`src/rtl/sb_rx_deframer.sv`:
```
// Sideband receive deframer: deserialises the UART-style sbrx stream,
// strips DLE/STX ... DLE/ETX framing and DLE stuffing, buffers one payload
// and replays it as a gap-free byte burst once the closing DLE ETX arrives.
module sb_rx_deframer #(
    parameter int         MAX_LEN = 16,
    parameter int         LEN_W   = 5,
    parameter logic [7:0] DLE     = 8'hFE,
    parameter logic [7:0] STX     = 8'h05,
    parameter logic [7:0] ETX     = 8'h40
) (
    input  logic             sb_clk,
    input  logic             rst,
    input  logic             sbrx,
    input  logic             enable,
    output logic [7:0]       rx_data,
    output logic             rx_valid,
    output logic             rx_last,
    output logic [LEN_W-1:0] rx_len,
    output logic             busy,
    output logic             err,
    output logic [1:0]       err_code
);

    localparam int              AW      = (MAX_LEN > 1) ? $clog2(MAX_LEN) : 1;
    localparam logic [LEN_W-1:0] MAX_PTR = LEN_W'(MAX_LEN);
    localparam logic [LEN_W-1:0] ONE     = LEN_W'(1);

    localparam logic [1:0] ERR_STOP   = 2'd1;
    localparam logic [1:0] ERR_ESCAPE = 2'd2;
    localparam logic [1:0] ERR_OVFL   = 2'd3;

    typedef enum logic [1:0] {
        RX_IDLE,
        RX_DATA,
        RX_STOP,
        RX_WAIT_HIGH
    } rx_state_t;

    typedef enum logic [2:0] {
        ST_IDLE,
        ST_IDLE_DLE,
        ST_PAYLOAD,
        ST_PAYLOAD_DLE,
        ST_EMIT
    } fr_state_t;

    // Symbol receiver state
    rx_state_t        r_rx_state;
    logic [2:0]       r_bit_cnt;
    logic [7:0]       r_shift;
    logic [7:0]       r_byte;
    logic             r_byte_stb;
    logic             r_stop_err;

    // Frame FSM state and registered outputs
    fr_state_t        r_fr_state;
    logic [LEN_W-1:0] r_wr_ptr;
    logic [LEN_W-1:0] r_rd_ptr;
    logic [LEN_W-1:0] r_len;
    logic [7:0]       r_rx_data;
    logic             r_rx_valid;
    logic             r_rx_last;
    logic             r_busy;
    logic             r_err;
    logic [1:0]       r_err_code;
    logic             r_pend_vld;
    logic [7:0]       r_pend;

    // Payload buffer
    logic [7:0]       r_mem [MAX_LEN];

    // Combinational helpers
    logic             w_in_stb;
    logic [7:0]       w_in_byte;
    logic             w_wr_en;
    logic [7:0]       w_wr_data;

    assign rx_data  = r_rx_data;
    assign rx_valid = r_rx_valid;
    assign rx_last  = r_rx_last;
    assign rx_len   = r_len;
    assign busy     = r_busy;
    assign err      = r_err;
    assign err_code = r_err_code;

    // Serial receiver: start bit, 8 data bits LSB first, stop bit on the 10th clock
    // NOTE: state registers use non-blocking assignments so every register
    // samples pre-edge values, matching real flip-flop behaviour.
    always_ff @(posedge sb_clk or posedge rst) begin
        if (rst) begin
            r_rx_state <= RX_IDLE;
            r_bit_cnt  <= 3'd0;
            r_shift    <= 8'd0;
            r_byte     <= 8'd0;
            r_byte_stb <= 1'b0;
            r_stop_err <= 1'b0;
        end else if (!enable) begin
            r_rx_state <= RX_IDLE;
            r_bit_cnt  <= 3'd0;
            r_byte_stb <= 1'b0;
            r_stop_err <= 1'b0;
        end else begin
            r_byte_stb <= 1'b0;
            r_stop_err <= 1'b0;
            case (r_rx_state)
                RX_IDLE: begin
                    if (!sbrx) begin
                        r_bit_cnt  <= 3'd0;
                        r_rx_state <= RX_DATA;
                    end
                end
                RX_DATA: begin
                    r_shift   <= {sbrx, r_shift[7:1]};
                    r_bit_cnt <= r_bit_cnt + 3'd1;
                    if (r_bit_cnt == 3'd7) begin
                        r_rx_state <= RX_STOP;
                    end
                end
                RX_STOP: begin
                    if (sbrx) begin
                        r_byte     <= r_shift;
                        r_byte_stb <= 1'b1;
                        r_rx_state <= RX_IDLE;
                    end else begin
                        r_stop_err <= 1'b1;
                        r_rx_state <= RX_WAIT_HIGH;
                    end
                end
                RX_WAIT_HIGH: begin
                    // Line must return high before a new start bit is trusted
                    if (sbrx) begin
                        r_rx_state <= RX_IDLE;
                    end
                end
                default: r_rx_state <= RX_IDLE;
            endcase
        end
    end

    // Select the byte the frame FSM consumes: a held byte takes precedence after EMIT
    // NOTE: every combinationally assigned signal gets a default first so no
    // path leaves it unassigned, which would otherwise infer a latch.
    always_comb begin
        w_in_stb  = 1'b0;
        w_in_byte = r_byte;
        if (r_fr_state != ST_EMIT) begin
            if (r_pend_vld) begin
                w_in_stb  = 1'b1;
                w_in_byte = r_pend;
            end else if (r_byte_stb) begin
                w_in_stb = 1'b1;
            end
        end
    end

    // Buffer write request: plain payload bytes and de-stuffed DLEs, while space remains
    always_comb begin
        w_wr_en   = 1'b0;
        w_wr_data = w_in_byte;
        if (enable && w_in_stb && (r_wr_ptr != MAX_PTR)) begin
            if ((r_fr_state == ST_PAYLOAD) && (w_in_byte != DLE)) begin
                w_wr_en = 1'b1;
            end else if ((r_fr_state == ST_PAYLOAD_DLE) && (w_in_byte == DLE)) begin
                w_wr_en   = 1'b1;
                w_wr_data = DLE;
            end
        end
    end

    // Payload buffer write port
    // NOTE: the buffer has no reset; pointers alone define which entries are
    // valid, so clearing the storage would only add reset fan-out.
    always_ff @(posedge sb_clk) begin
        if (w_wr_en) begin
            r_mem[r_wr_ptr[AW-1:0]] <= w_wr_data;
        end
    end

    // Frame FSM: framing, de-stuffing, error reporting and burst replay
    always_ff @(posedge sb_clk or posedge rst) begin
        if (rst) begin
            r_fr_state <= ST_IDLE;
            r_wr_ptr   <= '0;
            r_rd_ptr   <= '0;
            r_len      <= '0;
            r_rx_data  <= 8'd0;
            r_rx_valid <= 1'b0;
            r_rx_last  <= 1'b0;
            r_busy     <= 1'b0;
            r_err      <= 1'b0;
            r_err_code <= 2'd0;
            r_pend_vld <= 1'b0;
            r_pend     <= 8'd0;
        end else if (!enable) begin
            // Same as reset except the last reported length is kept
            r_fr_state <= ST_IDLE;
            r_wr_ptr   <= '0;
            r_rd_ptr   <= '0;
            r_rx_data  <= 8'd0;
            r_rx_valid <= 1'b0;
            r_rx_last  <= 1'b0;
            r_busy     <= 1'b0;
            r_err      <= 1'b0;
            r_err_code <= 2'd0;
            r_pend_vld <= 1'b0;
        end else begin
            r_err      <= 1'b0;
            r_err_code <= 2'd0;

            // A byte landing during the burst is parked and replayed afterwards
            if ((r_fr_state == ST_EMIT) && r_byte_stb) begin
                r_pend_vld <= 1'b1;
                r_pend     <= r_byte;
            end else if ((r_fr_state != ST_EMIT) && r_pend_vld) begin
                r_pend_vld <= 1'b0;
            end

            // Stop-bit errors are always reported; they only kill an open frame
            if (r_stop_err) begin
                r_err      <= 1'b1;
                r_err_code <= ERR_STOP;
            end

            case (r_fr_state)
                ST_IDLE: begin
                    if (w_in_stb && (w_in_byte == DLE)) begin
                        r_fr_state <= ST_IDLE_DLE;
                    end
                end
                ST_IDLE_DLE: begin
                    if (w_in_stb) begin
                        if (w_in_byte == STX) begin
                            r_fr_state <= ST_PAYLOAD;
                            r_wr_ptr   <= '0;
                            r_busy     <= 1'b1;
                        end else if (w_in_byte != DLE) begin
                            r_fr_state <= ST_IDLE;
                        end
                    end
                end
                ST_PAYLOAD: begin
                    if (r_stop_err) begin
                        r_fr_state <= ST_IDLE;
                        r_busy     <= 1'b0;
                    end else if (w_in_stb) begin
                        if (w_in_byte == DLE) begin
                            r_fr_state <= ST_PAYLOAD_DLE;
                        end else if (r_wr_ptr == MAX_PTR) begin
                            r_err      <= 1'b1;
                            r_err_code <= ERR_OVFL;
                            r_fr_state <= ST_IDLE;
                            r_busy     <= 1'b0;
                        end else begin
                            r_wr_ptr <= r_wr_ptr + ONE;
                        end
                    end
                end
                ST_PAYLOAD_DLE: begin
                    if (r_stop_err) begin
                        r_fr_state <= ST_IDLE;
                        r_busy     <= 1'b0;
                    end else if (w_in_stb) begin
                        if (w_in_byte == DLE) begin
                            if (r_wr_ptr == MAX_PTR) begin
                                r_err      <= 1'b1;
                                r_err_code <= ERR_OVFL;
                                r_fr_state <= ST_IDLE;
                                r_busy     <= 1'b0;
                            end else begin
                                r_wr_ptr   <= r_wr_ptr + ONE;
                                r_fr_state <= ST_PAYLOAD;
                            end
                        end else if (w_in_byte == ETX) begin
                            if (r_wr_ptr != '0) begin
                                // First burst byte goes out the cycle after the ETX strobe
                                r_fr_state <= ST_EMIT;
                                r_len      <= r_wr_ptr;
                                r_rx_valid <= 1'b1;
                                r_rx_data  <= r_mem[0];
                                r_rx_last  <= (r_wr_ptr == ONE);
                                r_rd_ptr   <= ONE;
                            end else begin
                                r_fr_state <= ST_IDLE;
                                r_busy     <= 1'b0;
                            end
                        end else begin
                            r_err      <= 1'b1;
                            r_err_code <= ERR_ESCAPE;
                            r_fr_state <= ST_IDLE;
                            r_busy     <= 1'b0;
                        end
                    end
                end
                ST_EMIT: begin
                    if (r_rd_ptr == r_len) begin
                        r_rx_valid <= 1'b0;
                        r_rx_last  <= 1'b0;
                        r_busy     <= 1'b0;
                        r_fr_state <= ST_IDLE;
                    end else begin
                        r_rx_valid <= 1'b1;
                        r_rx_data  <= r_mem[r_rd_ptr[AW-1:0]];
                        r_rx_last  <= (r_rd_ptr == (r_len - ONE));
                        r_rd_ptr   <= r_rd_ptr + ONE;
                    end
                end
                default: begin
                    r_fr_state <= ST_IDLE;
                    r_busy     <= 1'b0;
                end
            endcase
        end
    end

endmodule
```
`config.mk`:
```
export PLATFORM = sky130hd
export DESIGN_NAME = sb_rx_deframer
export DESIGN_NICKNAME = d
export VERILOG_FILES = /design/src/rtl/sb_rx_deframer.sv
export SDC_FILE = /design/constraint.sdc
export NUM_CORES = 1
export LEC_CHECK = 0
export ABC_AREA = 1
export CAP_MARGIN = 10
export CORE_MARGIN = 4
export CORE_UTILIZATION = 55
export CTS_BUF_LIST = sky130_fd_sc_hd__clkbuf_16
export CTS_CLUSTER_DIAMETER = 80
export DETAILED_ROUTE_END_ITERATION = 12
export PLACE_DENSITY = 0.76
export SYNTH_ARGS = -nofsm -noshare
export SYNTH_HDL_FRONTEND = slang
export SYNTH_SLANG_ARGS = --single-unit
```
`constraint.sdc`:
```
create_clock -name sb_clk -period 3.1 [get_ports sb_clk]
set_input_delay 0.31 -clock sb_clk [delete_from_list [all_inputs] [get_ports sb_clk]]
set_output_delay 0.31 -clock sb_clk [all_outputs]
set_load 0.1 [all_outputs]
```
==> flow_results.org, run 1 <==
** Status
- The flow ran to the end, and the final reports show no timing, DRC or antenna violations.

** STA
- At the pin with the least slew margin, the transition time is 0.979 ns.
- The number of hold violations in the final report was 0.
- Maximum clock frequency :: 362 MHz
- Setup repair after global routing left no endpoint under its margin.
- Clock skew :: between 0.01 and 0.015 ns
- Setup_tns :: 0 ns
- Number of max-slew violations in the final report :: 0
- Period utilization :: approximately nine tenths
- Worst slew slack as a fraction of its limit :: 34.5%
- Shortest clock period the worst path allows after layout :: 2.76 ns
- Final setup violation count :: 0

** Detailed routing
- Number of optimization iterations in the first detailed-route pass :: 5
- After the first detailed-routing iteration, the DRC count stood at ~800.
- Antenna viol nets, final :: 0
- In the routed design, unresolved DRC markers number 0.
- After detailed routing, the total wire length is between 20 and 25 mm.
- The routed layout has 6689 vias.
- Vias per cell :: 5.74
- Dividing the detail-routed wire length by the instance count gives approximately 19 um.

** Synth
- The portion of synthesized area spent on multiplexers is 0.365%.
- Seq/Total Area, Yosys :: 61.2%
- EDFF count, synth :: 128
- By area, the combinational part of the netlist is dominated by simple AND/OR/NAND/NOR gates.
- Yosys warnings :: 0
- Net count after synthesis :: 911
- Summed instance area of the synthesized netlist :: 8900 um^2
- Flops & latches, synth :: ~190
- Counting flops with an async set or reset pin after synthesis yields a share of roughly 33%.
- Of the total synthesized cell area, the portion taken by AND, OR, NAND and NOR gates is 19.8%.
- Summing the areas of all compound-gate instances in the mapped netlist gives 11.6% of the synthesized area.
- Post-synthesis cell type count :: 48
- Top FF cell, synth :: edfxtp_1
- Avg Synthesized Cell Area :: 9.90 um^2
- Xor/xnor share of the synthesized area :: 0.787%
- Summing the areas of all fa, ha and maj instances in the mapped netlist gives 1.12% of the synthesized area.
- Synthesis handed over a netlist of 899 instances.

** Floorplanning
- The core region is approximately 16000 um^2.
- Die Area :: approximately 18000 um^2
- Die extent in x :: 135 um
- I/O pin cnt :: 23
- Count of standard-cell rows :: 46
- Die boundary height :: 135 um
- The initial utilization of the core area, before any placement, comes to 56.0%.

** Clock network
- CTS Hold Buffers Added :: 0
- The clock drives 192 sinks.
- CTS Root Buffer Type :: clkbuf_16
- In this run the number of H-tree levels came out at 4.
- No sink is reached through more buffers than the 2 on the longest clock path.
- Clock-pin slew was measured on the worst setup and hold paths at roughly 0.07 ns.
- CTS tree :: yes
- Once the clock tree was built, the setup fixing pass inserted 0 buffers.
- Clock insertion delay at the later pin of the skew report :: between 0.4 and 0.5 ns
- Post-CTS repair changed the size of 0 cells.
- Counting the buffers created by CTS gives 17.

** Place
- Final weighted congestion in routability-driven placement :: 0.998
- In this run the cell area measured after placement is 9460 um^2.
- The count of buffers added on input and output ports is 22.
- Detailed placement finished with a half-perimeter wire length of between 10 and 15 mm.

** Setup path
- Data on the critical path is required at its endpoint by between 3 and 4 ns.
- Highest net fanout along the worst path :: 31
- Setup crit end kind :: flop
- Category of the critical setup timing path :: reg -> reg
- Arrival time reported for the critical path endpoint :: 2.83 ns
- The worst setup path is launched from a flop.

** Layout
- Leaving out fill and tap cells, the most frequent cells in the layout are nand2_1, edfxtp_1, nor2_1.
- Register area :: 5450 um^2
- The multi-input combinational cells in the finished layout cover a total of 3000 um^2.
- The library cell used most frequently in the layout, excluding fill and tap cells, is nand2_1.
- The net count of the finished layout is 949.
- Of the cells placed in the final design, the portion with a size suffix greater than 1 is 12.1%.
- Once layout is done, the placed cells without fillers occupy 10000 um^2.
- The number of antenna diodes in the final layout is 0.
- Relative to the synthesized area, the layout overhead comes to 12.3%.
- Cells fill a little over three fifths of the core in the end.
- The layout has roughly 1300 filler cells.

** Global route
- Global routing finished with a remaining overflow of 0.
- First-pass GRT wire length :: around 35 mm
- Entering global routing, the biggest net connects 65 pins.
- Antenna violations before repair :: 0
- Vias in the first global route :: 6331
- Total global routing track utilization :: 25.0%

** Worst hold path
- The path class of the tightest hold or removal check is in -> async.

** Power
- Worst voltage drop across the vdd grid :: 0.519 mV
- Leakage power of the design :: between 3 and 4 nW
- Power density cells :: roughly 770 nW/um^2

** Job
- Max-cap violations in this run came to 0.
## routing by layer
| layer | track usage [%] | up-vias | share of wire, % |
|---|---|---|---|
| met4 | 8.51 | 0 | 2.5 |
| met2 | 39.5 | 328 | 47 |
| met5 | 0 | - | 0 |
| met3 | 4.46 | 51 | 8.0 |
| li1 | - | 3141 | - |
| met1 | 35.4 | 3169 | 42 |
## logic make-up after synthesis
group,Yosys count
AOI/OAI and AO/OA,179
muxes,3
adders and majority gates,8
buffers and inverters,109
and+or+nand+nor,400
xor gates and xnor gates,8
DFF,192
## area by class of cell
class                      instances  share of cell area [%]
sequential                       192                    54.5
clock inverter                    14                    1.18
timing repair buffer              54                    4.56
clock buffer                      17                    4.25
tap                              216                    2.70
multi-input combinational        598                    30.0
inverter                          74                    2.85
## worst max-delay path, cell delays in order (launching register included)
cell and delay, ns:
dfrtp_1 0.44, nor2_4 0.23, nand2_4 0.25, nand2_1 0.14
nand2_1 0.07, nand2_1 0.12, inv_1 0.05, nand2_1 0.07
nor2_2 0.05, nor2_1 0.17, o21ai_4 0.12, inv_4 0.10
nand2_2 0.09, nor2_1 0.49
## cells in the mapped netlist, types with 2 or more instances
master / number / area [um^2]
nor2_8: 2 / 40.0
inv_2: 6 / 22.5
nand2_2: 14 / 87.6
nor2_1: 118 / 443
nor4_1: 2 / 12.5
nor2_4: 5 / 56.3
nand4_1: 8 / 50.1
nor2_2: 2 / 12.5
o21ai_2: 4 / 35.0
o211ai_1: 11 / 82.6
mux2_2: 2 / 22.5
nand2_4: 2 / 22.5
ha_1: 8 / 100
nor3_1: 8 / 40.0
inv_1: 64 / 240
nand3_1: 51 / 255
nor3b_1: 3 / 22.5
o21ai_0: 102 / 510
a21oi_1: 21 / 105
buf_1: 2 / 7.51
xnor2_1: 6 / 52.6
xor2_1: 2 / 17.5
dfrtp_1: 64 / 1600
edfxtp_1: 128 / 3840
nand2_1: 181 / 679
buf_2: 4 / 20.0
buf_6: 3 / 33.8
o21a_1: 6 / 45.0
o22ai_1: 16 / 100
o21ai_1: 8 / 40.0
clkbuf_1: 24 / 90.1
o221ai_1: 5 / 43.8
clkinv_1: 2 / 7.51
## final timing paths
path,endpoint,slack (ns),depth (start not counted),start
worst min-delay path,err,0.42,3,rst
worst max register to register,r_mem[5][6],0.34,13,r_fr_state[0]
min in group sb_clk,rx_last,0.48,2,rx_last
worst min register to register,rx_last,0.48,2,rx_last
worst max-delay path,r_mem[5][6],0.34,13,r_fr_state[0]
max in group asynchronous,r_pend[3],2.15,3,rst
## power by group
group	leakage, nW	switching (mW)	internal (mW)
registers	2.02	0.189	3.19
logic	1.71	1.71	0.600
clock network	0.262	0.952	1.10
total	3.99	2.85	4.89
## registers in the layout, indices dropped and copies added, names as in the netlist, 2 cells and up
signal      flops
r_mem         128
r_byte          8
r_pend          8
r_shift         8
rx_data         8
r_rd_ptr        5
r_wr_ptr        5
rx_len          5
r_bit_cnt       3
r_fr_state      3
err_code        2
r_rx_state      2
## stage by stage
| stage | std cells | setup slack [ns] | power (mW) | hold WS, ns |
|---|---|---|---|---|
| floorplan | 899 | 0.480 | 4.92 | 0.408 |
| global placement | 1134 | 0.480 | 5.66 | 0.464 |
| detailed placement | 1134 | 0.401 | 5.70 | 0.465 |
| CTS | 1165 | 0.378 | 7.74 | 0.446 |
| global route | 1165 | 0.0607 | 8.11 | 0.505 |
| finish | 1165 | 0.337 | 7.74 | 0.425 |
Note: power is estimated with default switching activity, not from simulation.
==> run 2: changes to the inputs <==
--- a/config.mk
+++ b/config.mk
@@ -12,6 +12,7 @@
 export CTS_BUF_LIST = sky130_fd_sc_hd__clkbuf_16
 export CTS_CLUSTER_DIAMETER = 80
 export DETAILED_ROUTE_END_ITERATION = 12
+export GPL_TIMING_DRIVEN = 0
 export PLACE_DENSITY = 0.76
 export SYNTH_ARGS = -nofsm -noshare
 export SYNTH_HDL_FRONTEND = slang
==> constraint.sdc (replaced) <==
create_clock -name sb_clk -period 3.1 [get_ports sb_clk]
set_input_delay 0.465 -clock sb_clk [delete_from_list [all_inputs] [get_ports sb_clk]]
set_output_delay 0.465 -clock sb_clk [all_outputs]
set_load 0.1 [all_outputs]
==> flow_results.org, run 2 (same netlist as run 1, synthesis figures left out) <==
** Layout
- Commonest non-fill, non-tap cells in the layout :: nand2_1, edfxtp_1, nor2_1
- Area Growth Syn to Fin :: 13.4%
- Number of flip-flops under the largest register name :: 128 (unchanged)
- Area of all placed cells without fillers :: 10100 um^2 (+0.99%)
- Most common cell after layout, fill and taps aside :: nand2_1
- The final net count was 954 (+0.53%).
- Register area :: 5450 um^2 (unchanged)
- Multi-input logic area :: 3080 um^2 (+2.8%)
- The final core utilization was 63.6% (+0.62 points).
- The number of diodes is 0 (unchanged).
- The number of fillers in the final layout is 1255 (-3.2%).
- The fraction of final layout cells with drive strength greater than 1 was 11.4% (-0.70 points).

** Clock network
- Clock transition at the registers of the reported paths :: 0.07 ns (about the same)
- The cts-stage hold buffer count was 0 (unchanged).
- Setup Fix Bufs, Post-CTS :: 0 (unchanged)
- Clock buffer count from CTS :: 17 (unchanged)
- The count of clock tree sinks is 192 (unchanged).
- CTS Root Buffer Type :: clkbuf_16
- The clock latency on the worst-skew pair is 0.44 ns (about the same).
- Maximum level of the CTS H-tree :: 4 (unchanged)
- CTS tree :: yes
- Buffer levels on the longest clock path :: 2 (unchanged)

** Detailed routing
- Number of vias after detailed routing :: 6734 (+0.67%)
- The total length of routed wires was 22.0 mm (+0.35%).
- The count of routing violations after the opening detailed-route iteration was 828 (+2.3%).
- The ratio of routed vias to standard cells was 5.75 (+0.16%).
- The detailed-routing iteration count for the pre-antenna-repair pass is 7 (+2).
- # DRC :: 0 (unchanged)
- Antenna viol nets, final :: 0 (unchanged)
- Wire per inst :: 18.8 um (-0.17%)

** Place
- The weighted congestion at the end of routability-driven global placement came to 0.913 (-8.5%).
- The number of buffer cells added on primary ports was 22 (unchanged).
- Worst slack, placed :: -0.532 ns (-0.933 ns)
- The HPWL after detailed placement is 15.0 mm (+2.3%).
- The total placed instance area came to 9410 um^2 (-0.52%).

** Floorplanning
- Starting Density :: 56.0% (unchanged)
- Die extent in x :: 135 um (unchanged)
- Count of standard-cell rows :: 46 (unchanged)
- I/O pin cnt :: 23 (unchanged)
- Die Area :: 18300 um^2 (unchanged)
- The die extent in y was 135 um (unchanged).
- Core Footprint :: 15900 um^2 (unchanged)

** Worst hold path
- In this run the worst hold path is classified as reg -> reg.
- Hold Crit Start :: rx_last

** Setup path
- Tracing the worst setup path back leads to its startpoint at r_pend_vld.
- Reg2reg setup slack :: 0.08 ns (-0.26 ns)
- Highest net fanout along the worst path :: 18 (-42%)
- In this run the critical register-to-register path is launched from r_pend_vld.
- STA classifies the critical path startpoint as a flop.
- Category of the critical setup timing path :: reg -> reg
- The worst setup path is captured at a flop.
- Arrival time reported for the critical path endpoint :: 3.10 ns (+0.27 ns)
- CP required :: 3.17 ns (about the same)

** Global route
- The number of antenna violations at the first check in global routing is 0 (unchanged).
- The combined global-route utilization of all metal layers is 24.6% (-0.38 points).
- The via count of the first global-routing pass came to 6169 (-2.6%).
- First-pass GRT wire length :: 34.2 mm (-1.7%)
- Residual overflow from global routing :: 0 (unchanged)
- Pin count of the biggest net entering global routing :: 65 (unchanged)

** Job
- The max-cap check violation count is 0 (unchanged).

** STA
- Setup repair after global routing could not meet its margin everywhere.
- The post-layout worst setup margin was 0.0751 ns (-0.262 ns).
- Clock skew :: 0.0129 ns (+0.00175 ns)
- Transition at the pin with the smallest max-transition slack :: 0.980 ns (+0.00124 ns)
- The final critical path time including I/O delays and setup was 3.02 ns (+0.262 ns).
- Worst slew slack as a fraction of its limit :: 34.4% (-0.083 points)
- The number of setup violations in the final report is 0 (unchanged).
- The highest clock rate was 331 MHz (-8.7%).
- The sum of negative setup slack came to 0 ns (unchanged).
- Period utilization :: 97.6% (+8.5 points)
- Final hold violation count :: 0 (unchanged)
- The number of pins with negative max-slew slack in the final report is 0 (unchanged).

** Power
- The static leakage was 3.94 nW (-1.3%).
- Power density cells :: 779 nW/um^2 (+0.59%)
- The worst ir drop on vdd is 0.457 mV (-12%).

** Status
- Result of the run :: finished, final reports clean
run 2: changes by cell type in the layout (fill, tap and decap cells not counted), sizes merged:
cell,before,now
buf,39,13
bufinv,1,3
clkbuf,17,41
clkdlybuf4s50,15,22
clkinv,7,5
clkinvlp,4,1
inv,76,80
run 2: through the flow:
stage / instances / total power [mW] / hold WS [ns]
6_report: 1171 / 7.87 / 0.479
5_1_grt: 1171 / 8.21 / 0.501
4_1_cts: 1171 / 7.84 / 0.482
3_5_place_dp: 1139 / 5.58 / 0.464
3_3_place_gp: 1137 / 5.53 / 0.462
2_1_floorplan: 899 / 4.92 / 0.453
run 2: metal layers:
layer | track usage [%] | vias to the layer above | part of all wire, %
li1 | - | 3159 | -
met1 | 35.1 | 3182 | 42
met2 | 39.0 | 345 | 48
met3 | 3.79 | 48 | 7.7
met4 | 8.73 | 0 | 2.4
met5 | 0 | - | 0
run 2: critical path, cell delays in order, from the launching register on:
cell and delay (ns):
dfrtp_1 0.36, buf_2 0.18, inv_2 0.14, nand2_1 0.06, nand2_1 0.06, nand2_1 0.05
nand2_2 0.31, nand2_1 0.16, nor2_1 0.19, nand2_1 0.16, nor2_4 0.15, o21ai_4 0.13
inv_4 0.11, nand2_2 0.12, nor2_2 0.45
run 2: final timing paths:
path                                    end  depth (start not counted)
worst max-delay path            r_mem[9][3]                         14
worst min-delay path                rx_last                          2
worst max register to register  r_mem[9][3]                         14
worst min register to register      rx_last                          2
max in group asynchronous         r_pend[6]                          2
min in group asynchronous       r_wr_ptr[2]                          2
run 2: area by class of cell:
| class | count | area share (%) |
|---|---|---|
| Sequential cell | 192 | 53.9 |
| Multi-Input combinational cell | 598 | 30.5 |
| Clock buffer | 17 | 4.21 |
| Inverter | 74 | 2.85 |
| Tap cell | 216 | 2.68 |
| Timing Repair Buffer | 24 | 2.28 |
| Clock inverter | 15 | 1.78 |
| Buffer | 35 | 1.72 |
run 2: timing repair:
| action | CTS | global route |
|---|---|---|
| hold endpoints to repair | 0 | 0 |
| setup endpoints to repair | 124 | 124 |
| gates resized for setup | 16 | 10 |
run 2: report_power, final:
part           leakage [nW]  internal, mW  switching, mW
combinational          1.62         0.569           1.68
sequential             2.02          3.19          0.149
clock                 0.302          1.28          0.991
total                  3.94          5.04           2.82
==> run 3: changes to the inputs <==
--- a/config.mk
+++ b/config.mk
@@ -14,6 +14,7 @@
 export DETAILED_ROUTE_END_ITERATION = 12
 export GPL_TIMING_DRIVEN = 0
 export PLACE_DENSITY = 0.76
+export SKIP_LAST_GASP = 1
 export SYNTH_ARGS = -nofsm -noshare
 export SYNTH_HDL_FRONTEND = slang
 export SYNTH_SLANG_ARGS = --single-unit
==> results of run 3 <==
No change in the layout: final DEF, timing and power equal those of run 2.
